$ cat config.mk
export PLATFORM = sky130hd
export DESIGN_NAME = i2c_cmd_decoder
export DESIGN_NICKNAME = d
export VERILOG_FILES = /design/src/rtl/i2c_cmd_pkg.sv /design/src/rtl/i2c_cmd_decoder_sync_edge.sv /design/src/rtl/i2c_cmd_decoder.sv
export SDC_FILE = /design/constraint.sdc
export NUM_CORES = 1
export LEC_CHECK = 0
export ABC_AREA = 1
export CORE_UTILIZATION = 45
export CTS_CLUSTER_DIAMETER = 120
export CTS_CLUSTER_SIZE = 30
export DETAILED_ROUTE_END_ITERATION = 8
export MAX_ROUTING_LAYER = met4
export PLACE_DENSITY = 0.68
export SYNTH_ARGS = -nofsm -noshare
export SYNTH_HDL_FRONTEND = slang
export SYNTH_SLANG_ARGS = --single-unit
$ cat constraint.sdc
create_clock -name clk -period 4.69 [get_ports clk]
set_clock_uncertainty 0.1 [all_clocks]
set_input_delay 0.938 -clock clk [delete_from_list [all_inputs] [get_ports clk]]
set_output_delay 0.938 -clock clk [all_outputs]
set_load 0.01 [all_outputs]
$ cat src/rtl/i2c_cmd_pkg.sv
// Shared encodings for the I2C command decoder:
// FSM states, status-byte bit positions and channel limits.
package i2c_cmd_pkg;

    typedef enum logic [2:0] {
        ST_IDLE = 3'd0,
        ST_STAT = 3'd1,
        ST_D1   = 3'd2,
        ST_D2   = 3'd3,
        ST_D3   = 3'd4
    } state_t;

    localparam int STAT_PWM_ON  = 0;
    localparam int STAT_ONESHOT = 1;
    localparam int STAT_TYPE    = 7;

    localparam logic [7:0] CH_MAX = 8'h7F;
    localparam int         NUM_CH = 4;

    function automatic logic in_data(state_t s);
        return (s == ST_D1) || (s == ST_D2) || (s == ST_D3);
    endfunction

endpackage

$ cat src/rtl/i2c_cmd_decoder_sync_edge.sv
// Two-flop synchroniser with a history flop for edge detection.
module sync_edge (
    input  logic clk,
    input  logic rst_n,
    input  logic d_in,
    output logic lvl,
    output logic rise,
    output logic fall
);

    logic s1_q, s2_q, h_q;
    logic s1_d, s2_d, h_d;

    always_comb begin
        s1_d = d_in;
        s2_d = s1_q;
        h_d  = s2_q;
    end

    always_ff @(posedge clk or negedge rst_n) begin
        if (!rst_n) begin
            s1_q <= 1'b0;
            s2_q <= 1'b0;
            h_q  <= 1'b0;
        end else begin
            s1_q <= s1_d;
            s2_q <= s2_d;
            h_q  <= h_d;
        end
    end

    assign lvl  = s2_q;
    assign rise = s2_q & ~h_q;
    assign fall = ~s2_q & h_q;

endmodule

$ cat src/rtl/i2c_cmd_decoder.sv
// Parses status + 4 channel byte frames from the I2C slave and
// commits them atomically to the PWM generator, with a watchdog.
module i2c_cmd_decoder
    import i2c_cmd_pkg::*;
#(
    parameter int TIMEOUT_CYC = 208000,
    parameter int TMR_W       = 18
) (
    input  logic       clk,
    input  logic       rst_n,
    input  logic       data_vld_in,
    input  logic [7:0] data_in,
    input  logic       start_in,
    input  logic       stop_in,
    input  logic       r_w_in,
    output logic [7:0] status_out,
    output logic [7:0] ch0_out,
    output logic [7:0] ch1_out,
    output logic [7:0] ch2_out,
    output logic [7:0] ch3_out,
    output logic       one_shot_req,
    output logic       frame_done,
    output logic       frame_err,
    output logic       failsafe
);

    localparam logic [TMR_W-1:0] TMO = TMR_W'(TIMEOUT_CYC);

    logic byte_ev, start_ev, stop_ev, rw_lvl;
    logic vld_lvl_unused, vld_rise_unused;
    logic start_lvl_unused, start_fall_unused;
    logic stop_lvl_unused, stop_fall_unused;
    logic rw_rise_unused, rw_fall_unused;

    sync_edge u_vld (
        .clk   (clk),
        .rst_n (rst_n),
        .d_in  (data_vld_in),
        .lvl   (vld_lvl_unused),
        .rise  (vld_rise_unused),
        .fall  (byte_ev)
    );

    sync_edge u_start (
        .clk   (clk),
        .rst_n (rst_n),
        .d_in  (start_in),
        .lvl   (start_lvl_unused),
        .rise  (start_ev),
        .fall  (start_fall_unused)
    );

    sync_edge u_stop (
        .clk   (clk),
        .rst_n (rst_n),
        .d_in  (stop_in),
        .lvl   (stop_lvl_unused),
        .rise  (stop_ev),
        .fall  (stop_fall_unused)
    );

    sync_edge u_rw (
        .clk   (clk),
        .rst_n (rst_n),
        .d_in  (r_w_in),
        .lvl   (rw_lvl),
        .rise  (rw_rise_unused),
        .fall  (rw_fall_unused)
    );

    // Data is stable around vld, so plain two-stage capture suffices.
    logic [7:0] data_s1_q, data_s2_q;
    logic [7:0] data_s1_d, data_s2_d;

    state_t                  state_q, state_d;
    logic [7:0]              sh_stat_q, sh_stat_d;
    logic [NUM_CH-1:0][7:0]  sh_ch_q, sh_ch_d;
    logic [7:0]              status_q, status_d;
    logic [NUM_CH-1:0][7:0]  ch_q, ch_d;
    logic                    fs_q, fs_d;
    logic [TMR_W-1:0]        wd_q, wd_d;
    logic                    done_q, done_d;
    logic                    err_q, err_d;
    logic                    os_q, os_d;

    logic commit_full, commit_stat, commit, expired;

    always_comb begin
        data_s1_d = data_in;
        data_s2_d = data_s1_q;
    end

    always_comb begin
        state_d     = state_q;
        sh_stat_d   = sh_stat_q;
        sh_ch_d     = sh_ch_q;
        status_d    = status_q;
        ch_d        = ch_q;
        fs_d        = fs_q;
        wd_d        = wd_q;
        err_d       = 1'b0;
        done_d      = 1'b0;
        os_d        = 1'b0;
        commit_full = 1'b0;
        commit_stat = 1'b0;
        commit      = 1'b0;
        expired     = (wd_q == TMO);

        // Byte first; stop/start then act on the resulting state.
        if (byte_ev && !rw_lvl) begin
            if (data_s2_q[STAT_TYPE]) begin
                sh_stat_d = data_s2_q;
                err_d     = in_data(state_d);
                state_d   = ST_STAT;
            end else begin
                case (state_d)
                    ST_IDLE: err_d = 1'b1;
                    ST_STAT: begin
                        sh_ch_d[0] = data_s2_q & CH_MAX;
                        state_d    = ST_D1;
                    end
                    ST_D1: begin
                        sh_ch_d[1] = data_s2_q & CH_MAX;
                        state_d    = ST_D2;
                    end
                    ST_D2: begin
                        sh_ch_d[2] = data_s2_q & CH_MAX;
                        state_d    = ST_D3;
                    end
                    ST_D3: begin
                        sh_ch_d[3]  = data_s2_q & CH_MAX;
                        commit_full = 1'b1;
                        state_d     = ST_IDLE;
                    end
                    default: state_d = ST_IDLE;
                endcase
            end
        end

        if (stop_ev) begin
            if (state_d == ST_STAT) begin
                commit_stat = 1'b1;
                state_d     = ST_IDLE;
            end else if (in_data(state_d)) begin
                err_d   = 1'b1;
                state_d = ST_IDLE;
            end
        end

        if (start_ev) begin
            if (state_d == ST_STAT) begin
                state_d = ST_IDLE;
            end else if (in_data(state_d)) begin
                err_d   = 1'b1;
                state_d = ST_IDLE;
            end
        end

        commit = commit_full | commit_stat;

        if (commit) begin
            status_d = sh_stat_d;
            if (commit_full) begin
                ch_d = sh_ch_d;
            end
            done_d = 1'b1;
            os_d   = sh_stat_d[STAT_ONESHOT];
            fs_d   = 1'b0;
            wd_d   = '0;
        end else if (expired) begin
            fs_d                  = 1'b1;
            status_d[STAT_PWM_ON] = 1'b0;
            ch_d                  = '0;
        end else begin
            wd_d = wd_q + 1'b1;
        end
    end

    always_ff @(posedge clk or negedge rst_n) begin
        if (!rst_n) begin
            data_s1_q <= '0;
            data_s2_q <= '0;
            state_q   <= ST_IDLE;
            sh_stat_q <= '0;
            sh_ch_q   <= '0;
            status_q  <= '0;
            ch_q      <= '0;
            fs_q      <= 1'b1;
            wd_q      <= '0;
            done_q    <= 1'b0;
            err_q     <= 1'b0;
            os_q      <= 1'b0;
        end else begin
            data_s1_q <= data_s1_d;
            data_s2_q <= data_s2_d;
            state_q   <= state_d;
            sh_stat_q <= sh_stat_d;
            sh_ch_q   <= sh_ch_d;
            status_q  <= status_d;
            ch_q      <= ch_d;
            fs_q      <= fs_d;
            wd_q      <= wd_d;
            done_q    <= done_d;
            err_q     <= err_d;
            os_q      <= os_d;
        end
    end

    assign status_out   = status_q;
    assign ch0_out      = ch_q[0];
    assign ch1_out      = ch_q[1];
    assign ch2_out      = ch_q[2];
    assign ch3_out      = ch_q[3];
    assign one_shot_req = os_q;
    assign frame_done   = done_q;
    assign frame_err    = err_q;
    assign failsafe     = fs_q;

endmodule

Word level (Yosys, flattened, before mapping)

Index checks and enable logic that the tools add are counted.

Register bits after elaboration: 132
Output and inout bits: 44

$add $sub $neg: 1
Equal/unequal tests: 15
Mux-type cells: 42
Bitwise operators: 7
Reductions and logical operators: 11

Operators with widths:

| operator              | number |
|---|---|
| $mux 32               | 5 |
| $mux 8                | 6 |
| $mux 18               | 2 |
| $mux 3                | 8 |
| $mux 1                | 20 |
| $add 18x1->18 const B | 1 |
| $eq 18x18->1 const B  | 1 |
| $eq 3x2->1 const B    | 6 |
| $pmux 3 s4            | 1 |
| $eq 3x1->1 const B    | 3 |
| $eq 3x3->1 const B    | 3 |
| $logic_or 1x1->1      | 6 |
| $ne 2x2->1 const B    | 2 |
| $and 1x1->1           | 3 |
| $logic_not 3->1       | 1 |
| $not 1->1             | 3 |
| $reduce_and 2->1      | 1 |
| $reduce_bool 2->1     | 1 |
| $logic_and 1x1->1     | 1 |
| $logic_not 1->1       | 1 |
| $or 1x1->1            | 1 |

Logic depth before layout (Yosys ltp)

Depth after elaboration: 16
Depth in mapped cells: 12

By module

From an unflattened synthesis, not the netlist that was laid out.

Cell total of the unflattened synthesis: 513
Area total of the unflattened synthesis: 4908.5 sq um

By module, submodules not included:

| module          | instances | cells an instance | area each (sq um) | sequential area each (sq um) |
|---|---|---|---|---|
| i2c_cmd_decoder | 1         | 485               | 4548.1            | 2829.0 |
| sync_edge       | 4         | 7                 | 90.1              | 75.1 |

Worst setup path after synthesis

No wires, ideal clock.

Path type: reg2reg
Start: register wd_q[0]
End: register ch_q, in the netlist ch0_out[5]
Arrival: 1.401 ns
Required time: 4.472 ns
Slack: 3.071 ns
Stages on the path, launching flop included: 10
Cell sequence: dfrtp_1 > inv_1 > ha_1 > and3_1 > nand3_1 > nor2_4 > nand3_4 > buf_6 > nand3_1 > nand2_1

Cells in the longest elaborated chain, start to end: 3

Ends and longest elaborated chain:

| item                               | RTL line               | RTL |
|---|---|---|
| from (decl)                        | i2c_cmd_decoder.sv:81  | `logic [TMR_W-1:0] wd_q, wd_d;` |
| from (signal assigned)             | i2c_cmd_decoder.sv:202 | `wd_q <= wd_d;` |
| $eq 18x18->1                       | i2c_cmd_decoder.sv:107 | `expired = (wd_q == TMO);` |
| $reduce_bool 2->1 (no source line) | --                     |  |
| $reduce_and 2->1 (no source line)  | --                     |  |
| to (signal assigned)               | i2c_cmd_decoder.sv:200 | `ch_q <= ch_d;` |
| to (decl)                          | i2c_cmd_decoder.sv:79  | `logic [NUM_CH-1:0][7:0] ch_q, ch_d;` |

No other way between the ends.
A chain may end at the register's enable or synchronous reset.

Worst setup path in the final report

Start: register state_q[1]
End: register ch_q, in the netlist ch0_out[7]

Cells in the longest elaborated chain, start to end: 10
Elaborated cells between the ends (all ways): 23

Ends and longest elaborated chain:

| item                                                                    | RTL line               | RTL |
|---|---|---|
| from (decl)                                                             | i2c_cmd_decoder.sv:75  | `state_t state_q, state_d;` |
| from (signal assigned)                                                  | i2c_cmd_decoder.sv:196 | `state_q <= state_d;` |
| $eq 3x2->1, or another cell as far along                                | i2c_cmd_decoder.sv:116 | `case (state_d)` |
| $pmux 3 s4                                                              | i2c_cmd_decoder.sv:116 |  |
| $mux 3                                                                  | i2c_cmd_decoder.sv:111 | `if (data_s2_q[STAT_TYPE]) begin` |
| $mux 3                                                                  | i2c_cmd_decoder.sv:110 | `if (byte_ev && !rw_lvl) begin` |
| $eq 3x1->1                                                              | i2c_cmd_decoder.sv:141 | `if (state_d == ST_STAT) begin` |
| $mux 1                                                                  | i2c_cmd_decoder.sv:141 |  |
| $mux 1                                                                  | i2c_cmd_decoder.sv:140 | `if (stop_ev) begin` |
| $or 1x1->1                                                              | i2c_cmd_decoder.sv:159 | `commit = commit_full \| commit_stat;` |
| $ne 2x2->1 (no source line) / $reduce_bool 2->1 (equally long branches) | --                     |  |
| $reduce_and 2->1 (no source line)                                       | --                     |  |

Parallel ways exist; a longest one is shown, timed or not. The select of a mux whose other input is x is not followed.

==> results by group <==
Clock network
  • CTS tree: yes
  • Post-CTS Resized: 0
  • Insertion delay to the later sink of the worst-skew pair: about 0.53 ns
  • Post-cts hold buffer count: 0
  • Max clock buf depth: 2
  • Cts bufs inserted: 17
  • Clock transition at the registers of the reported paths: 0.06 ns
  • H-tree depth: 4
  • Buffer count from post-CTS setup fixing: 0
  • Clock tree sinks: roughly 120
  • Clock Tree Root: clkbuf_8

Synth
  • Net Count, Synth: slightly above 500
  • Synth Instances: between 500 and 600
  • Seq/Total Area, Yosys: 0.617
  • Post-Syn Area per Cell: approximately 10 um^2
  • Synth area leader: dfrtp_1
  • Syn. warnings: 0
  • Yosys cell types: 33
  • Top cell type's share of synthesized area: 0.612
  • Yosys reg bits: approximately 120
  • Synth area leaders: dfrtp_1 61%, nand2_1 11%, nand3_2 4.6%, inv_1 3.1%, nand3_1 3.1%
  • Cell Area, Synth: roughly 5000 um^2

Die
  • Initial Util: 0.462
  • Row cnt: 38
  • Core area: 10900 um^2
  • Die H: around 110 um
  • Die Wd: 108 um
  • Die area: 11600 um^2
  • Ports: 58

STA
  • Rel. slew slack: 0.322
  • Post-layout min period: ~3.0 ns
  • Max frequency: about 0.33 GHz
  • Crit share post-route: 0.641
  • Endpoints failing hold: 0
  • Unrepaired setup endpoints after global routing: no
  • Least-Margin Pin Slew: a little over 1 ns
  • Final setup fails: 0
  • TNS Setup: 0 ns
  • Final worst setup slack: roughly 1.7 ns
  • Max-slew violation count: 0

Place
  • PortBufs: between 50 and 60
  • Cell Count Post-Placement: ~700
  • Routability congestion estimate: approximately 0.85
  • Dpl ws: between 1.5 and 2 ns
  • DP HPWL: approximately 6700 um

Final layout
  • Layout cells sized above 1: 0.144
  • Multi-input logic area: about 1600 um^2
  • Commonest non-fill, non-tap cell in the layout: nand2_1
  • ANT cells: 0
  • Seq. cell area: just over 3000 um^2
  • Fin cells: around 700
  • Fill cells: 947
  • Area grow syn2layout: 24.1%
  • Most frequent cells in the layout: 150 x nand2_1, 123 x dfrtp_1, 56 x clkdlybuf4s50_1, 42 x inv_1, 31 x nand3_1
  • Nets: a little under 600

Routing
  • Via count: 3513
  • Drt pass-1 iters: 5
  • Vias per inst: 4.91
  • WL/cell: approximately 14 um
  • Routed Antenna Nets: 0
  • WL final: between 10000 and 15000 um
  • DR iter-0 viols: 180
  • Residual DRC: 0

Power and ir drop
  • P per Cell Area: around 440 nW/um^2
  • Switch share: 0.234
  • Comb pwr share: 0.095
  • Switching power: 642 uW
  • Clock share of power: 0.462
  • Leak: just over 0.003 uW
  • Peak supply drop: approximately 0.24 mV
  • Power Internal: ~2100 uW
  • Sequential cell fraction of total power: 0.443

Hold path
  • Hold Path Class: reg2reg

Global route
  • Largest net degree at the start of global routing: between 50 and 60
  • Vias in the first global route: between 3000 and 4000
  • Initial antenna violation count: 0
  • All-Layer GR Usage: 0.204
  • Gr ovfl total: 0
  • First-pass GRT wire length: around 17000 um

Critical path
  • CP startpoint kind: flop
  • Worst setup EP type: flop
  • Worst path max stage delay: 0.61 ns
  • Critical Path, Cell by Cell: nor2_1 -> nand2_1 -> nor2_4 -> inv_2 -> nand3_4 -> nand3_1 -> nand2_1
  • R2R setup slack: between 1.5 and 2 ns
  • Critical path class: reg2reg
  • Worst path most repeated cell: nand2_1
  • Crit path DAT: 3.37 ns
  • Critical Path Slowest Stage Cell: nor2_4
  • Maximum fanout along the worst path: 44
  • CP required: between 5 and 6 ns

Run status
  • Status: finished, final reports clean

Flow run
  • Max_cap viols: 0
[power groups by stage]
stage | combinational [uW] | clock [uW] | sequential [uW]
final | 260 | 1270 | 1220
after global routing | 299 | 1340 | 1230
after CTS | 265 | 1290 | 1220
after detailed placement | 266 | 0 | 1230
after global placement | 254 | 0 | 1230
after floorplan | 147 | 0 | 1230
[worst max-delay path: cells and delay by family (launching register included)]
family	cells	cell delay [ns]
buffers and inverters	1	0.60
flip-flops	1	0.44
AND/OR/NAND/NOR	6	1.79
[synthesized netlist by cell type]
library cell / instances
o21ai_1: 6
nor2_4: 3
nor2_8: 1
nor3_1: 4
nand2_1: 150
buf_4: 2
o31ai_1: 1
a21oi_1: 6
nor2_1: 28
inv_2: 6
nor3b_1: 1
nor3_2: 8
ha_1: 2
a21boi_0: 1
nand2_2: 3
nor2_2: 4
buf_6: 5
nand3_1: 31
buf_2: 8
nand3_2: 23
buf_1: 2
nand2_4: 3
a31oi_1: 1
nand3_4: 1
and3_1: 1
clkbuf_1: 1
dfstp_2: 1
xnor2_1: 1
xor2_1: 5
o21ai_0: 25
dfrtp_1: 123
inv_1: 42
nand4_1: 4
[metal layers]
metal  routed length [um]  global-route usage  vias to the layer above
met5                    0                   -                        -
met4                  144              0.0851                        0
met3                  421              0.0666                       13
met2                 4890               0.311                       70
met1                 4610               0.251                     1718
li1                     -                   -                     1712
[cell families after synthesis]
logic type | Yosys count | synth area share
XOR/XNOR | 6 | 0.0104
adder cells (fa/ha/maj) | 2 | 0.00497
buffers and inverters | 66 | 0.0602
AND/OR/NAND/NOR | 265 | 0.267
AO/OA/AOI/OAI | 40 | 0.0410
flip-flops | 124 | 0.617
[through the flow]
stage | power [uW] | area, um^2 | utilization | hold WS [ns]
2_1_floorplan | 1380 | 5030 | - | 0.231
3_3_place_gp | 1490 | 5670 | 0.521 | 0.232
3_5_place_dp | 1500 | 5670 | 0.521 | 0.235
4_1_cts | 2770 | 6250 | 0.574 | 0.247
5_1_grt | 2860 | 6250 | 0.574 | 0.248
6_report | 2740 | 6250 | 0.574 | 0.246
[state kept, by name (all words and copies together), names as in the netlist, 3 cells and up]
name and cells:
ch0_out 8, ch1_out 8, ch2_out 8, ch3_out 8, data_s1_q 8, data_s2_q 8, sh_ch_q 24, sh_stat_q 8
state_q 3, status_out 8, wd_q 18
[final timing paths]
path / from / endpoint / cells past startpoint
max: state_q[1] / ch0_out[7] / 7
min: u_stop.s1_q / u_stop.lvl / 0
max reg2reg: state_q[1] / ch0_out[7] / 7
min reg2reg: u_stop.s1_q / u_stop.lvl / 0
max in group asynchronous: rst_n / ch1_out[5] / 2
min in group asynchronous: rst_n / u_start.s1_q / 1
[area by class of cell]
type | instances | share of cell area
Clock buffer | 26 | 0.0797
Clock inverter | 5 | 0.0130
Inverter | 48 | 0.0288
Multi-Input combinational cell | 313 | 0.260
Sequential cell | 124 | 0.497
Tap cell | 140 | 0.0280
Timing Repair Buffer | 59 | 0.0933
Power figures use the tool's default switching activity.
